## src/rtl/pwm_cap_pkg.sv

```systemverilog
`default_nettype none
// ============================================================================
//  Module   : pwm_cap_pkg
//  Brief    : Shared widths, limits, FSM state type and saturating increments
//             for the PWM capture block.
//  Revision : 1.0  initial release
// ============================================================================
package pwm_cap_pkg;

    localparam int DUTY_W = 11;
    localparam int PER_W  = 12;

    localparam logic [DUTY_W-1:0] DUTY_MAX = 11'h7FF;
    localparam logic [PER_W-1:0]  PER_MAX  = 12'hFFF;

    typedef enum logic [1:0] {
        IDLE = 2'd0,
        HIGH = 2'd1,
        LOW  = 2'd2
    } state_e;

    function automatic logic [DUTY_W-1:0] inc_sat_duty(input logic [DUTY_W-1:0] v);
        return (v == DUTY_MAX) ? v : v + 1'b1;
    endfunction

    function automatic logic [PER_W-1:0] inc_sat_per(input logic [PER_W-1:0] v);
        return (v == PER_MAX) ? v : v + 1'b1;
    endfunction

endpackage
`default_nettype wire

```

## src/rtl/sync_edge.sv

```systemverilog
`default_nettype none
// ============================================================================
//  Module   : sync_edge
//  Brief    : Multi-flop synchronizer plus history flop producing the
//             synchronized level and single-cycle rise/fall strobes.
//  Revision : 1.0  initial release
// ============================================================================
module sync_edge #(
    parameter int SYNC_STAGES = 2
) (
    input  logic clk,
    input  logic rst_n,
    input  logic async_i,
    output logic sync_o,
    output logic rise_o,
    output logic fall_o
);

    logic [SYNC_STAGES-1:0] sync_q;
    logic                   hist_q;

    always_ff @(posedge clk or negedge rst_n) begin
        if (!rst_n) begin
            sync_q <= '0;
            hist_q <= 1'b0;
        end else begin
            sync_q <= {sync_q[SYNC_STAGES-2:0], async_i};
            hist_q <= sync_q[SYNC_STAGES-1];
        end
    end

    assign sync_o = sync_q[SYNC_STAGES-1];
    assign rise_o = sync_q[SYNC_STAGES-1] & ~hist_q;
    assign fall_o = ~sync_q[SYNC_STAGES-1] & hist_q;

endmodule
`default_nettype wire

```

## src/rtl/pwm_capture.sv

```systemverilog
`default_nettype none
// ============================================================================
//  Module   : pwm_capture
//  Brief    : Measures high time and rise-to-rise period of an asynchronous
//             PWM input, flagging a stuck signal after a timeout.
//  Revision : 1.0  initial release
// ============================================================================
module pwm_capture
    import pwm_cap_pkg::*;
#(
    parameter int SYNC_STAGES = 2,
    parameter int TIMEOUT     = 4095
) (
    input  logic              clk,
    input  logic              rst_n,
    input  logic              PWM_in,
    output logic [DUTY_W-1:0] duty,
    output logic [PER_W-1:0]  period,
    output logic              vld,
    output logic              err
);

    localparam logic [PER_W-1:0] TIMEOUT_CNT = PER_W'(TIMEOUT);

    logic sync_lvl, rise, fall, timeout;

    state_e            state_q, state_d;
    logic [DUTY_W-1:0] hi_q, hi_d, duty_q, duty_d;
    logic [PER_W-1:0]  per_q, per_d, period_q, period_d;
    logic              vld_q, vld_d, err_q, err_d;

    sync_edge #(
        .SYNC_STAGES (SYNC_STAGES)
    ) u_sync_edge (
        .clk     (clk),
        .rst_n   (rst_n),
        .async_i (PWM_in),
        .sync_o  (sync_lvl),
        .rise_o  (rise),
        .fall_o  (fall)
    );

    // A rise always beats a coincident timeout.
    assign timeout = (per_q >= TIMEOUT_CNT) && !rise;

    always_ff @(posedge clk or negedge rst_n) begin
        if (!rst_n) begin
            state_q <= IDLE;
        end else begin
            state_q <= state_d;
        end
    end

    always_comb begin
        state_d = state_q;
        if (rise) begin
            state_d = HIGH;
        end else if (timeout) begin
            state_d = IDLE;
        end else if ((state_q == HIGH) && fall) begin
            state_d = LOW;
        end
    end

    always_comb begin
        hi_d     = hi_q;
        per_d    = inc_sat_per(per_q);
        duty_d   = duty_q;
        period_d = period_q;
        vld_d    = 1'b0;
        err_d    = err_q;
        if (rise) begin
            hi_d  = DUTY_W'(1);
            per_d = PER_W'(1);
            // Only a rise that closes a started period yields a measurement.
            if (state_q == LOW) begin
                duty_d   = hi_q;
                period_d = per_q;
                vld_d    = 1'b1;
                err_d    = 1'b0;
            end
        end else if (timeout) begin
            hi_d     = '0;
            per_d    = '0;
            duty_d   = sync_lvl ? DUTY_MAX : '0;
            period_d = '0;
            err_d    = 1'b1;
        end else if ((state_q == HIGH) && !fall) begin
            hi_d = inc_sat_duty(hi_q);
        end
    end

    always_ff @(posedge clk or negedge rst_n) begin
        if (!rst_n) begin
            hi_q     <= '0;
            per_q    <= '0;
            duty_q   <= '0;
            period_q <= '0;
            vld_q    <= 1'b0;
            err_q    <= 1'b0;
        end else begin
            hi_q     <= hi_d;
            per_q    <= per_d;
            duty_q   <= duty_d;
            period_q <= period_d;
            vld_q    <= vld_d;
            err_q    <= err_d;
        end
    end

    assign duty   = duty_q;
    assign period = period_q;
    assign vld    = vld_q;
    assign err    = err_q;

endmodule
`default_nettype wire

```

## config.mk

```make
export PLATFORM = sky130hd
export DESIGN_NAME = pwm_capture
export DESIGN_NICKNAME = d
export VERILOG_FILES = /design/src/rtl/pwm_cap_pkg.sv /design/src/rtl/sync_edge.sv /design/src/rtl/pwm_capture.sv
export SDC_FILE = /design/constraint.sdc
export NUM_CORES = 1
export LEC_CHECK = 0
export ABC_AREA = 1
export CORE_ASPECT_RATIO = 0.5
export CORE_MARGIN = 4
export CORE_UTILIZATION = 60
export DETAILED_ROUTE_END_ITERATION = 10
export PLACE_DENSITY = 0.84
export SYNTH_ARGS = -nofsm -noshare
export SYNTH_HDL_FRONTEND = slang
export SYNTH_HIERARCHICAL = 1
export SYNTH_SLANG_ARGS = --single-unit
```

## constraint.sdc

```tcl
create_clock -name clk -period 3.5 [get_ports clk]
set_clock_uncertainty 0.15 [all_clocks]
set_input_delay 0.7 -clock clk [delete_from_list [all_inputs] [get_ports clk]]
set_output_delay 0.7 -clock clk [all_outputs]
set_load 0.02 [all_outputs]
```

==> flow_summary_export.csv <==
group,metric,value,unit
sta,worst_slew_pin_slew,0.860,ns
layout,nets,318,
detailed_routing,vias,1994,
global_route,grt_max_degree,48,
cts,holdBufCountCts,0,
cts,cts_buffers,5,
floorplan,die_area,0.00536,mm²
floorplan,core_area,0.00396,mm²
placement,hpwl,3650,µm
layout,drive_above_1_share,0.111,
cts,clk_path_buf_depth,2,
sta,setup_tns,0,ns
sta,fin_crit,2.17,ns
critical_path,critPathKind,"reg -> out",
min_path,hold_path_class,"in -> async",
critical_path,cp.buffers_inverters,1,
logic_synthesis,syn_inst,285,
layout,diodes,0,
sta,period_share,0.621,
layout,synthToLayoutAreaGrowth,15.1,%
layout,final_common_cell,"nand2_1",
floorplan,rows,16,
critical_path,path_cells,"clkdlybuf4s50_1",
detailed_routing,dr.pass1.iters,4,
global_route,antenna_found_initial,0,
sta,setup_viol,0,
critical_path,required,2.65,ns
detailed_routing,wl_per_cell,14.3,µm
global_route,grtUsageTotal,0.215,
pwr,peakVddDrop,0.252,mV
critical_path,arrival,1.32,ns
critical_path,critical_path.top_delay_family,"buffers and inverters",
floorplan,die_y,53.8,µm
detailed_routing,routed_via_density,5.42,
critical_path,worst-path-max-fanout,2,
logic_synthesis,ys_types,28,
cts,cts_tree,"done",
sta,slew_headroom,0.426,
sta,max_freq,460,MHz
critical_path,reg2reg_depth,7,
pwr,power_density,583,mW/mm²
critical_path,critPathMaxStageDelay,0.63,ns
pwr,p_leak,1.34,nW
global_route,overflow,0,
placement,portBuffers,27,
sta,hold_viol_final,0,
placement,place.gp.congestion,0.937,
critical_path,path_depth,1,
global_route,grt_first_pass_wirelength,8970,µm
critical_path,worstSetupEndpointType,"output pin",
logic_synthesis,syn_nets,290,
floorplan,die_w,99.6,µm
job,maxCapViolCount,0,
logic_synthesis,syn_area,0.00252,mm²
sta,rsz0062_at_grt,"no",
layout,most-common-layout-cells,"70 x nand2_1, 53 x dfrtp_1, 35 x nor2_1",
cts,post_cts_buffers,0,
cts,clock_latency,0.31,ns
logic_synthesis,postSynthAreaPerCell,8.83,µm²
sta,holdWs,0.0474,ns
cts,cts-resized-gates,0,
floorplan,start_util,0.635,
detailed_routing,drt_wl_total,5250,µm
global_route,grt_pass1_vias,1976,
cts,cts-root-buf,"clkbuf_8",
logic_synthesis,synth-seq-area-share,0.527,
logic_synthesis,yosys_warnings,6,
detailed_routing,route.detailed.drc,0,
cts,clk_pin_slew,0.11,ns
critical_path,crit_slowest_cell,"clkdlybuf4s50_1",
layout,utilization,0.731,
cts,cts.sinks,53,
detailed_routing,drtIter0Drc,128,
run_status,outcome,"finished, final reports clean",
critical_path,critPathLaunchType,"register",
logic_synthesis,synth_seq_cells,53,
detailed_routing,antenna_left,0,
cts,htreeDepth,2,
floorplan,boundaryPins,28,
sta,final_max_slew_viol_count,0,
final cells by class:
cell class	count	area, µm²
Clock inverter	3	25.0
Timing Repair Buffer	29	280
Multi-Input combinational cell	198	1030
Clock buffer	5	68.8
Sequential cell	53	1330
Fill cell	314	1070
Inverter	26	97.6
Tap cell	54	67.6
cells by family (layout without fill, tap and decap cells):
kind of cell | Yosys count | count (layout) | synth area share
adder cells (fa/ha/maj) | 2 | 2 | 0.00994
AND/OR/NAND/NOR | 144 | 144 | 0.269
XOR/XNOR | 5 | 5 | 0.0174
AO/OA/AOI/OAI | 47 | 47 | 0.114
flip-flops | 53 | 53 | 0.527
buffers and inverters | 34 | 63 | 0.0632
flip-flops by register name, summed over array words and instances, names as in the netlist:
signal / count
duty: 11
u_sync_edge/sync_q: 2
state_q: 2
hi_q: 11
u_sync_edge/hist_q: 1
vld: 1
err: 1
per_q: 12
period: 12
metal layers:
metal	wire, µm	vias up	GRT usage	part of all wire
met5	0	-	0	0
met1	2380	961	0.282	0.45
li1	-	975	-	-
met4	25	0	0.0567	0.0048
met2	2560	54	0.364	0.49
met3	285	4	0.0582	0.054
cell usage after synthesis:
| cell | number | area [µm²] |
|---|---|---|
| nand4_1 | 5 | 31.3 |
| inv_1 | 24 | 90.1 |
| nor2_1 | 35 | 131 |
| a31oi_1 | 2 | 12.5 |
| nand2_1 | 70 | 263 |
| nand2_4 | 2 | 22.5 |
| clkbuf_1 | 3 | 11.3 |
| o21ai_1 | 7 | 35.0 |
| a211oi_1 | 1 | 7.51 |
| xnor2_1 | 1 | 8.76 |
| xor2_1 | 4 | 35.0 |
| o21ai_0 | 4 | 20.0 |
| buf_6 | 4 | 45.0 |
| nor3_4 | 1 | 16.3 |
| o21bai_1 | 2 | 15.0 |
| a21oi_1 | 20 | 100 |
| nor2_4 | 2 | 22.5 |
| nor2_8 | 1 | 20.0 |
| nand2_2 | 2 | 12.5 |
| dfrtp_1 | 53 | 1330 |
| nand3_1 | 22 | 110 |
| inv_2 | 2 | 7.51 |
| nor2_2 | 1 | 6.26 |
| buf_2 | 1 | 5.00 |
| nor3_1 | 1 | 5.00 |
| nand3_4 | 2 | 35.0 |
| o21ai_2 | 11 | 96.3 |
| ha_1 | 2 | 25.0 |
power by group:
part	switching (W)	internal (W)
Sequential	0.0000966	0.000725
Combinational	0.000283	0.000221
Clock	0.000217	0.000146
worst register-to-register path: cells and delay by family (launching register included):
| kind | cells | cell delay (ns) |
|---|---|---|
| flip-flops | 1 | 0.42 |
| AO/OA/AOI/OAI | 1 | 0.10 |
| AND/OR/NAND/NOR | 4 | 1.08 |
| buffers and inverters | 2 | 0.34 |
final timing paths:
path                                                      start                         endpoint  slack (ns)
worst max-delay path                      period[4]$_DFFE_PN0P_                        period[4]        1.33
worst max register to register  u_sync_edge/sync_q[1]$_DFF_PN0_              duty[7]$_DFFE_PN0P_        1.33
worst min register to register  u_sync_edge/sync_q[0]$_DFF_PN0_  u_sync_edge/sync_q[1]$_DFF_PN0_        0.21
max in group asynchronous                                 rst_n              duty[7]$_DFFE_PN0P_        2.35
min in group clk                u_sync_edge/sync_q[0]$_DFF_PN0_  u_sync_edge/sync_q[1]$_DFF_PN0_        0.21
worst min-delay path                                      rst_n              hi_q[1]$_DFFE_PN0P_        0.05
metrics by stage:
stage          worst slack, ns  power [W]  cell area [µm²]  std cells
4_1_cts                   1.32    0.00170             2900        368
3_3_place_gp              1.45    0.00132             2800        360
2_1_floorplan             1.85    0.00111             2520        285
5_1_grt                   1.12    0.00178             2900        368
6_report                  1.33    0.00169             2900        368
3_5_place_dp              1.36    0.00134             2800        360
No activity file was read; power rests on OpenSTA's default activity.
